### config.mk
export PLATFORM = sky130hd
export DESIGN_NAME = serial_pattern_tx
export DESIGN_NICKNAME = d
export VERILOG_FILES = /design/src/rtl/serial_pattern_pkg.sv /design/src/rtl/serial_pattern_tx_pattern_shifter.sv /design/src/rtl/serial_pattern_tx.sv
export SDC_FILE = /design/constraint.sdc
export NUM_CORES = 1
export LEC_CHECK = 0
export ABC_AREA = 1
export BUFFER_PORTS_ARGS = -buffer_cell sky130_fd_sc_hd__buf_4
export CAP_MARGIN = 20
export CORE_MARGIN = 2
export CORE_UTILIZATION = 35
export CTS_CLUSTER_SIZE = 30
export DETAILED_ROUTE_END_ITERATION = 12
export SLEW_MARGIN = 25
export SYNTH_ARGS = -nofsm -noshare
export SYNTH_HDL_FRONTEND = slang
export SYNTH_SLANG_ARGS = --single-unit
### constraint.sdc
create_clock -name clock -period 2.5 [get_ports clock]
set_input_delay 0.5 -clock clock [delete_from_list [all_inputs] [get_ports clock]]
set_output_delay 0.5 -clock clock [all_outputs]
set_load 0.01 [all_outputs]
### src/rtl/serial_pattern_pkg.sv
// Shared state codes for the serial pattern transmitter.
package serial_pattern_pkg;

   localparam int unsigned STATE_W = 2;

   localparam logic [STATE_W-1:0] ST_IDLE = 2'd0;
   localparam logic [STATE_W-1:0] ST_SEND = 2'd1;
   localparam logic [STATE_W-1:0] ST_GAP  = 2'd2;
   localparam logic [STATE_W-1:0] ST_DONE = 2'd3;

endpackage

### src/rtl/serial_pattern_tx_pattern_shifter.sv
// Parallel-load left shifter; load aligns pattern[length-1] to the MSB tap.
module pattern_shifter #(
   parameter int unsigned WIDTH = 8,
   parameter int unsigned LEN_W = 4
) (
   input  logic             clock,
   input  logic             reset,
   input  logic             load,
   input  logic             shift,
   input  logic [WIDTH-1:0] pattern,
   input  logic [LEN_W-1:0] length,
   output logic             tap
);

   logic [WIDTH-1:0] sr_q;
   logic [LEN_W-1:0] align;

   // length is already clamped to 1..WIDTH by the caller
   assign align = LEN_W'(WIDTH) - length;

   // Load takes priority over shift; zeros fill from the right
   always_ff @(posedge clock or posedge reset) begin
      if (reset) begin
         sr_q <= '0;
      end else if (load) begin
         sr_q <= pattern << align;
      end else if (shift) begin
         sr_q <= {sr_q[WIDTH-2:0], 1'b0};
      end
   end

   assign tap = sr_q[WIDTH-1];

endmodule

### src/rtl/serial_pattern_tx.sv
// Serial pattern transmitter: repeats an MSB-first frame with idle gaps.
module serial_pattern_tx
   import serial_pattern_pkg::*;
#(
   parameter  int unsigned WIDTH = 8,
   parameter  int unsigned CNT_W = 4,
   parameter  int unsigned GAP   = 2,
   localparam int unsigned LEN_W = $clog2(WIDTH + 1)
) (
   input  logic               clock,
   input  logic               reset,
   input  logic               start,
   input  logic [WIDTH-1:0]   pattern,
   input  logic [LEN_W-1:0]   length,
   input  logic [CNT_W-1:0]   repeat_cnt,
   input  logic               abort,
   output logic               bit_out,
   output logic               bit_valid,
   output logic               busy,
   output logic               done,
   output logic [STATE_W-1:0] state
);

   localparam int unsigned GAP_W = (GAP < 1) ? 1 : $clog2(GAP + 1);

   logic [STATE_W-1:0] state_q, state_d;
   logic [WIDTH-1:0]   pat_q;
   logic [LEN_W-1:0]   len_q;
   logic [CNT_W-1:0]   frame_q;
   logic [LEN_W-1:0]   bit_cnt_q;
   logic [GAP_W-1:0]   gap_q;

   logic               sh_load, sh_shift, tap;
   logic [LEN_W-1:0]   eff_len_in, load_len;
   logic [WIDTH-1:0]   load_pat;
   logic               last_bit, frames_left;

   // Out-of-range lengths mean a full-width frame
   assign eff_len_in  = ((length == '0) || (length > LEN_W'(WIDTH))) ? LEN_W'(WIDTH) : length;
   // The first load comes straight from the ports; reloads use the latched copy
   assign load_pat    = (state_q == ST_IDLE) ? pattern : pat_q;
   assign load_len    = (state_q == ST_IDLE) ? eff_len_in : len_q;
   assign last_bit    = (bit_cnt_q == LEN_W'(1));
   assign frames_left = (frame_q > CNT_W'(1));

   pattern_shifter #(
      .WIDTH (WIDTH),
      .LEN_W (LEN_W)
   ) u_shifter (
      .clock   (clock),
      .reset   (reset),
      .load    (sh_load),
      .shift   (sh_shift),
      .pattern (load_pat),
      .length  (load_len),
      .tap     (tap)
   );

   // State register
   always_ff @(posedge clock or posedge reset) begin
      if (reset) begin
         state_q <= ST_IDLE;
      end else begin
         state_q <= state_d;
      end
   end

   // Next state and shifter control; abort wins over every other transition
   always_comb begin
      state_d  = state_q;
      sh_load  = 1'b0;
      sh_shift = 1'b0;
      case (state_q)
         ST_IDLE: begin
            if (start) begin
               if (repeat_cnt == '0) begin
                  state_d = ST_DONE;
               end else begin
                  state_d = ST_SEND;
                  sh_load = 1'b1;
               end
            end
         end
         ST_SEND: begin
            if (abort) begin
               state_d = ST_IDLE;
            end else if (last_bit) begin
               if (!frames_left) begin
                  state_d = ST_DONE;
               end else if (GAP == 0) begin
                  sh_load = 1'b1;
               end else begin
                  state_d = ST_GAP;
               end
            end else begin
               sh_shift = 1'b1;
            end
         end
         ST_GAP: begin
            if (abort) begin
               state_d = ST_IDLE;
            end else if (gap_q == GAP_W'(1)) begin
               state_d = ST_SEND;
               sh_load = 1'b1;
            end
         end
         default: begin
            state_d = ST_IDLE;
         end
      endcase
   end

   // Operation latches and the bit, frame and gap counters
   always_ff @(posedge clock or posedge reset) begin
      if (reset) begin
         pat_q     <= '0;
         len_q     <= '0;
         frame_q   <= '0;
         bit_cnt_q <= '0;
         gap_q     <= '0;
      end else begin
         if ((state_q == ST_IDLE) && start) begin
            pat_q   <= pattern;
            len_q   <= eff_len_in;
            frame_q <= repeat_cnt;
         end else if ((state_q == ST_SEND) && !abort && last_bit) begin
            frame_q <= frame_q - CNT_W'(1);
         end

         if (sh_load) begin
            bit_cnt_q <= load_len;
         end else if ((state_q == ST_SEND) && (bit_cnt_q != '0)) begin
            bit_cnt_q <= bit_cnt_q - LEN_W'(1);
         end

         if ((state_q == ST_SEND) && (state_d == ST_GAP)) begin
            gap_q <= GAP_W'(GAP);
         end else if ((state_q == ST_GAP) && (gap_q != '0)) begin
            gap_q <= gap_q - GAP_W'(1);
         end
      end
   end

   // Outputs decoded from registered state only
   always_comb begin
      bit_valid = (state_q == ST_SEND);
      bit_out   = (state_q == ST_SEND) & tap;
      busy      = (state_q != ST_IDLE);
      done      = (state_q == ST_DONE);
      state     = state_q;
   end

endmodule

==> results.toml, run 1 <==
[drt]
wire_per_inst_um = 11.5
drt-total-wl_um = 4540
drc = 0
drt-initial-drc-count = 107
drtPass1Iterations = 4
avgViaCountPerCell = 4.79
drtAntennaViolNets = 0
via_count = 1888

[synthesis]
yosysMostFrequentCell = "nand2_1"
mappedNetlistNets = 313
async_flop_share = 1.00
synthDistinctLibCells = 40
netlist_area_um2 = 2150
synth.largest_area_cell = "dfrtp_1"
syn_avg_cell_area_um2 = 7.53
synth_area_leaders = "dfrtp_1 (37%), nand3_1 (9.8%), nand2_1 (9.2%)"
yosysWarnings = 0
synth_edf_count = 0
synthFlopType = "dfrtp_1"
synth_top_cell_area_share = 0.372
ys_top_cells_by_count = "nand2_1 (53), inv_1 (42), nand3_1 (42)"
synth_cells = 286
ys_ff_latch = 32
ys_seq_area_frac = 0.372

[die]
die_area_um2 = 6800
die-height_um = 82.4
core_um2 = 5920
die-width_um = 82.4
rows = 28
start_util = 0.364
io_pins = 26

[finish]
antennaDiodeCount = 0
finalNetCount = 346
area_growth_pct = 17.8
drive_gt1_frac = 0.185

[global_route]
grtUsageMet1 = 0.219
antenna_found_initial = 0
busiest_layer = "met2"
grt_use_met2 = 0.256
grt.total_usage = 0.160
grt_max_degree = 33
met3_usage = 0.0261
grt_pass1_vias = 1841
grt_pass1_wl_um = 8390
grt_overflow = 0

[clock_network]
post_cts_buffers = 0
cts.clk_slew.worst_paths_ns = 0.07
cts_tree = "built"
numClockSinks = 32
clk_latency_ns = 0.29
root_buffer = "clkbuf_8"
cts_max_path_buffers = 2
hold_buffers = 0
cts_buffers = 5
cts_resized = 0
htree_num_levels = 2

[flow_run]
cap_violations = 0

[worst_setup_path]
endpoint_kind = "flip-flop"
worstPathMaxFanout = 9
crit_path_cell_trace = "nor2_4, o21ai_0, o21a_1, inv_1, ha_1, xor2_4, inv_2, nand3_1, nand3_1, a21oi_1"
cpMostUsedCell = "nand3_1"
cpPeakStageDelay_ns = 0.45
critical_path_class = "reg -> reg"
slowest_stage = "dfrtp_1"
cp-start-kind = "flip-flop"
cp_data_arrival_time_ns = 2.38
cp.required_ns = 2.71

[sta]
skew_ns = 0.00812
fmax_mhz = 460
relSlewSlack = 0.715
rsz0062_at_grt = "no"
hold_viol_final = 0
finalSetupViolCount = 0
tns_ns = 0
fin_crit_ns = 2.17
fin_crit_sh = 0.869
worst_hold_slack_ns = 0.310
final-max-slew-violation-count = 0
worst_slew_pin_slew_ns = 0.428

[power_and_ir_drop]
p_per_area_nw_per_um2 = 1350
p_leak_nw = 1.26
ir_drop_mv = 0.509

[worst_hold_path]
worstHoldPathType = "in -> async"

[placement]
portBuffers = 25
gp_congestion = 0.809
hpwl_um = 3530

[outcome]
status = "finished, final reports clean"
## registers in the layout (all words and copies together) (netlist names)
register        count
bit_cnt_q           4
frame_q             4
state               2
len_q               4
u_shifter.sr_q      8
gap_q               2
pat_q               8
## per-stage QoR
step                      worst slack, ns  std cells  utilization  area, um2  power (mW)
after detailed placement            0.217        387        0.412       2440        3.01
after global routing                0.120        394        0.429       2540        3.84
final                               0.328        394        0.429       2540        3.43
after global placement              0.248        387        0.412       2440        2.97
after CTS                           0.327        394        0.429       2540        3.47
after floorplan                     0.378        286            -       2150        2.53
## final timing paths
| kind | from | end | slack, ns | cells past startpoint |
|---|---|---|---|---|
| hold reg to reg | pat_q[3] | pat_q[3] | 0.47 | 2 |
| min in group clock | pattern[2] | pat_q[2] | 0.42 | 3 |
| hold / removal | reset | gap_q[0] | 0.31 | 3 |
| setup / recovery | state[1] | u_shifter.sr_q[7] | 0.33 | 10 |
| max in group asynchronous | reset | u_shifter.sr_q[6] | 1.88 | 3 |
| setup reg to reg | state[1] | u_shifter.sr_q[7] | 0.33 | 10 |
## worst max-delay path: cells and delay by family, from the launching register on
family	cells	cell delay [ns]
buf+inv	2	0.17
compound gates	3	0.44
xor+xnor	1	0.28
flops	1	0.45
fa+ha+maj	1	0.25
simple gates	3	0.49
## power by group
group	internal (mW)	switching, mW
combinational	0.809	1.27
clock	0.245	0.197
sequential	0.768	0.144
## cell type report
cell class	count	area [um2]
Tap cell	75	93.8
Timing Repair Buffer	32	240
Inverter	44	168
Fill cell	617	3380
Multi-Input combinational cell	204	1140
Sequential cell	32	801
Clock buffer	7	96.3
## layer usage
metal,share of wire,vias up
met1,0.49,846
met5,0,-
met4,0.016,0
li1,-,997
met3,0.041,7
met2,0.45,38
## cell families (layout without fill, tap and decap cells)
logic type	after synthesis	count (layout)	synth area share
AOI/OAI and AO/OA	47	47	0.134
xor gates and xnor gates	6	6	0.0331
adders and majority gates	7	7	0.0407
buffers and inverters	50	83	0.0994
DFF	32	32	0.372
muxes	1	1	0.00523
and+or+nand+nor	143	143	0.316
## cell usage in the layout, fill, tap and decap left out, types with 3 or more instances in the layout
| master | instances |
|---|---|
| inv_1 | 42 |
| dfrtp_1 | 32 |
| nand2_1 | 53 |
| nand3_1 | 42 |
| ha_1 | 7 |
| o21ai_0 | 25 |
| a21oi_1 | 7 |
| buf_4 | 32 |
| nor3_1 | 5 |
| xor2_1 | 4 |
| or2_2 | 3 |
| nand3b_1 | 3 |
| clkbuf_8 | 7 |
| nor2_1 | 26 |
Note: power is estimated with default switching activity, not from simulation.
==> run 2: changes to the inputs <==
--- a/config.mk
+++ b/config.mk
@@ -8,10 +8,13 @@
 export ABC_AREA = 1
 export BUFFER_PORTS_ARGS = -buffer_cell sky130_fd_sc_hd__buf_4
 export CAP_MARGIN = 20
+export CELL_PAD_IN_SITES_DETAIL_PLACEMENT = 1
+export CELL_PAD_IN_SITES_GLOBAL_PLACEMENT = 2
 export CORE_MARGIN = 2
-export CORE_UTILIZATION = 35
+export CORE_UTILIZATION = 33
 export CTS_CLUSTER_SIZE = 30
 export DETAILED_ROUTE_END_ITERATION = 12
+export PLACE_DENSITY_LB_ADDON = 0.1
 export SLEW_MARGIN = 25
 export SYNTH_ARGS = -nofsm -noshare
 export SYNTH_HDL_FRONTEND = slang
==> results.toml, run 2 (synthesis gave the netlist of run 1 again) <==
[worst_setup_path]
critical_path_class = "reg -> reg"
cp-start-kind = "flip-flop"
slowest_stage = "dfrtp_1"
cp.required_ns = 2.72
endpoint_kind = "flip-flop"
cp_data_arrival_time_ns = 2.46
cpPeakStageDelay_ns = 0.47
worstPathMaxFanout = 9
r2r_setup_slack_ns = 0.26
crit_path_cell_trace = "nor2_4, o21ai_0, o21a_1, inv_1, ha_1, xor2_4, inv_2, nand3_1, nand3_1, a21oi_1"
cpMostUsedCell = "nand3_1"

[clock_network]
cts_buffers = 5
htree_num_levels = 2
cts.clk_slew.worst_paths_ns = 0.07
cts_max_path_buffers = 2
post_cts_buffers = 0
clk_latency_ns = 0.29
numClockSinks = 32
root_buffer = "clkbuf_8"
cts_tree = "built"
hold_buffers = 0
cts_resized = 0

[sta]
fmax_mhz = 446
worst_slew_pin_slew_ns = 0.558
hold_viol_final = 0
final-max-slew-violation-count = 0
relSlewSlack = 0.628
fin_crit_ns = 2.24
tns_ns = 0
rsz0062_at_grt = "no"
worst_hold_slack_ns = 0.258
skew_ns = 0.00718
fin_crit_sh = 0.897
finalSetupViolCount = 0

[drt]
drt-initial-drc-count = 79
drc = 0
wire_per_inst_um = 13.9
drtAntennaViolNets = 0
drtPass1Iterations = 4
avgViaCountPerCell = 4.82
via_count = 1917
drt-total-wl_um = 5540

[die]
die-width_um = 84.8
core_um2 = 6310
die-height_um = 84.8
io_pins = 26
die_area_um2 = 7190
rows = 29
start_util = 0.341

[global_route]
grt_max_degree = 22
antenna_found_initial = 0
grt.total_usage = 0.170
grt_overflow = 0
grt_pass1_vias = 1982
grt_pass1_wl_um = 9780

[placement]
hpwl_um = 4330
portBuffers = 25
gp_congestion = 0.785

[worst_hold_path]
worstHoldPathType = "in -> async"

[power_and_ir_drop]
sequentialPowerShare = 0.261
power_frac_clock = 0.122
p_leak_nw = 1.27
netSwitchingFraction = 0.484
power.total_mw = 3.52
p_per_area_nw_per_um2 = 1380
p_int_mw = 1.81
ir_drop_mv = 0.416
p_switching_mw = 1.70
p_comb_frac = 0.617

[finish]
area_growth_pct = 18.7
largest_registers = "pat_q x8, u_shifter.sr_q x8"
mostFrequentLayoutCell = "nand2_1"
antennaDiodeCount = 0
layout_common_cells = "nand2_1 (53), inv_1 (42), nand3_1 (42)"
finalNetCount = 347
drive_gt1_frac = 0.190
finalCoreUtilization = 0.405

[flow_run]
cap_violations = 0

[outcome]
status = "finished, final reports clean"
## run 2: cell count changes in the layout (fill, tap and decap cells not counted), sizes merged
cell	previous run	this run
buf	32	33
clkbuf	7	6
clkinv	0	2
## run 2: final timing paths
kind                            start                end  depth (start not counted)
max in group asynchronous       reset           pat_q[6]                          3
setup reg to reg             state[1]  u_shifter.sr_q[7]                         10
hold / removal                  reset       bit_cnt_q[3]                          2
min in group clock         pattern[2]           pat_q[2]                          3
setup / recovery             state[1]  u_shifter.sr_q[7]                         10
hold reg to reg              pat_q[3]           pat_q[3]                          2
## run 2: per-stage QoR
| stage | instance area [um2] | setup slack [ns] | cells |
|---|---|---|---|
| 6_report | 2560 | 0.259 | 398 |
| 5_1_grt | 2560 | 0.0184 | 398 |
| 3_5_place_dp | 2460 | 0.126 | 390 |
| 4_1_cts | 2560 | 0.218 | 398 |
| 3_3_place_gp | 2460 | 0.186 | 390 |
| 2_1_floorplan | 2150 | 0.378 | 286 |
## run 2: per-layer routing
metal  routed length [um]  GRT usage
met1                 2930      0.253
met2                 2410      0.249
met3                  155     0.0354
met4                   50     0.0476
met5                    0          0
## run 2: worst max-delay path, delay by kind of cell, from the launching register on
| family | cells | cell delay, ns |
|---|---|---|
| flops | 1 | 0.47 |
| simple gates | 3 | 0.50 |
| buf+inv | 2 | 0.20 |
| xor+xnor | 1 | 0.30 |
| compound gates | 3 | 0.43 |
| fa+ha+maj | 1 | 0.27 |
## run 2: area by class of cell
type,count,area [um2]
fill,825,3760
multi-input combinational,204,1140
sequential,32,801
timing repair buffer,33,260
inverter,44,168
tap,77,96.3
clock buffer,6,82.6
clock inverter,2,10.0
## run 2: power groups by stage
stage	clock network (mW)	registers, mW	logic [mW]
after global placement	0	0.917	2.15
after detailed placement	0	0.927	2.19
final	0.428	0.917	2.17
after global routing	0.467	0.951	2.51
after floorplan	0	0.891	1.64
after CTS	0.445	0.919	2.21
==> run 3: changes to the inputs <==
--- a/config.mk
+++ b/config.mk
@@ -8,10 +8,11 @@
 export ABC_AREA = 1
 export BUFFER_PORTS_ARGS = -buffer_cell sky130_fd_sc_hd__buf_4
 export CAP_MARGIN = 20
-export CELL_PAD_IN_SITES_DETAIL_PLACEMENT = 1
-export CELL_PAD_IN_SITES_GLOBAL_PLACEMENT = 2
+export CELL_PAD_IN_SITES_DETAIL_PLACEMENT = 0
+export CELL_PAD_IN_SITES_GLOBAL_PLACEMENT = 1
 export CORE_MARGIN = 2
-export CORE_UTILIZATION = 33
+export CORE_UTILIZATION = 40
+export CTS_CLUSTER_DIAMETER = 60
 export CTS_CLUSTER_SIZE = 30
 export DETAILED_ROUTE_END_ITERATION = 12
 export PLACE_DENSITY_LB_ADDON = 0.1
==> results.toml, run 3 (synthesis gave the netlist of run 1 again) <==
[worst_setup_path]
cp_data_arrival_time_ns = 2.36
worstPathMaxFanout = 9
cp-start-kind = "flip-flop"
cp.required_ns = 2.70
r2r_cells = 10
critical_path_class = "reg -> reg"
endpoint_kind = "flip-flop"

[clock_network]
root_buffer = "clkbuf_8"
post_cts_buffers = 0
cts_tree = "built"
clk_latency_ns = 0.28
cts.clk_slew.worst_paths_ns = 0.06
cts_resized = 0
hold_buffers = 0
numClockSinks = 32
cts_max_path_buffers = 2
htree_num_levels = 2
cts_buffers = 5

[sta]
rsz0062_at_grt = "no"
final-max-slew-violation-count = 0
fin_crit_ns = 2.16
fin_crit_sh = 0.862
finalSetupViolCount = 0
tns_ns = 0
relSlewSlack = 0.704
hold_viol_final = 0
fmax_mhz = 464
skew_ns = 0.00217
worst_slew_pin_slew_ns = 0.438
worst_hold_slack_ns = 0.315

[finish]
largest_registers = "pat_q x8, u_shifter.sr_q x8"
finalNetCount = 346
layout_common_cells = "nand2_1 (53), inv_1 (42), nand3_1 (42)"
finalCoreUtilization = 0.487
drive_gt1_frac = 0.180
fin_cells = 387
mostFrequentLayoutCell = "nand2_1"
area_growth_pct = 16.3
antennaDiodeCount = 0

[global_route]
grt_pass1_wl_um = 8360
antenna_found_initial = 0
grt.total_usage = 0.175
grt_max_degree = 33
grt_pass1_vias = 1752
grt_overflow = 0

[drt]
via_count = 1869
drt-initial-drc-count = 117
drtAntennaViolNets = 0
drtPass1Iterations = 5
drt-total-wl_um = 4670
drc = 0
wire_per_inst_um = 12.1
avgViaCountPerCell = 4.83

[die]
start_util = 0.419
rows = 26
die-width_um = 77.4
die_area_um2 = 5990
core_um2 = 5140
io_pins = 26
die-height_um = 77.4

[power_and_ir_drop]
power.total_mw = 3.34
p_per_area_nw_per_um2 = 1340
p_leak_nw = 1.24
ir_drop_mv = 0.469

[worst_hold_path]
worstHoldPathType = "in -> async"

[placement]
portBuffers = 25
gp_congestion = 0.791
dp_cells = 382
hpwl_um = 3580

[outcome]
status = "finished, final reports clean"

[flow_run]
cap_violations = 0
==> run 3: changes by cell type in the layout (fill, tap and decap cells not counted), sizes merged <==
cell | before | now
buf | 33 | 32
clkbuf | 6 | 5
clkinv | 2 | 0
==> run 3: report_power, final <==
group          switching [mW]  internal (mW)  leakage [nW]  total [mW]
Sequential              0.141          0.769         0.390       0.910
Combinational            1.27          0.809         0.819        2.08
Clock                   0.176          0.179        0.0359       0.355
Total                    1.59           1.76          1.24        3.34
==> run 3: area by class of cell <==
type,count,area [um2]
Clock buffer,5,68.8
Fill cell,574,2640
Inverter,44,168
Multi-Input combinational cell,204,1140
Sequential cell,32,801
Tap cell,70,87.6
Timing Repair Buffer,32,240
==> run 3: final timing paths <==
check / startpoint / end / slack, ns
max in group asynchronous: reset / pat_q[7] / 1.87
min in group clock: pattern[3] / pat_q[3] / 0.43
worst min-delay path: reset / gap_q[0] / 0.31
worst min register to register: pat_q[2] / pat_q[2] / 0.46
worst max register to register: state[1] / u_shifter.sr_q[7] / 0.34
worst max-delay path: state[1] / u_shifter.sr_q[7] / 0.34
==> run 3: worst max-delay path, stage by stage (launching register included) <==
cell and delay (ns):
dfrtp_1 0.45, nor2_4 0.29, o21ai_0 0.14, o21a_1 0.15
inv_1 0.10, ha_1 0.25, xor2_4 0.28, inv_2 0.08
nand3_1 0.09, nand3_1 0.10, a21oi_1 0.13
==> run 3: layer usage <==
metal	share of wire	track usage	wire (um)	up-vias
met2	0.42	0.255	1980	31
met1	0.53	0.259	2460	842
met4	0.012	0.0536	58	0
li1	-	-	-	992
met5	0	0	0	-
met3	0.034	0.0395	159	4
==> run 3: stage by stage <==
| stage | area, um2 | setup WS, ns |
|---|---|---|
| 6_report | 2500 | 0.345 |
| 5_1_grt | 2500 | 0.125 |
| 4_1_cts | 2500 | 0.340 |
| 3_5_place_dp | 2430 | 0.203 |
| 3_3_place_gp | 2430 | 0.234 |
| 2_1_floorplan | 2150 | 0.378 |
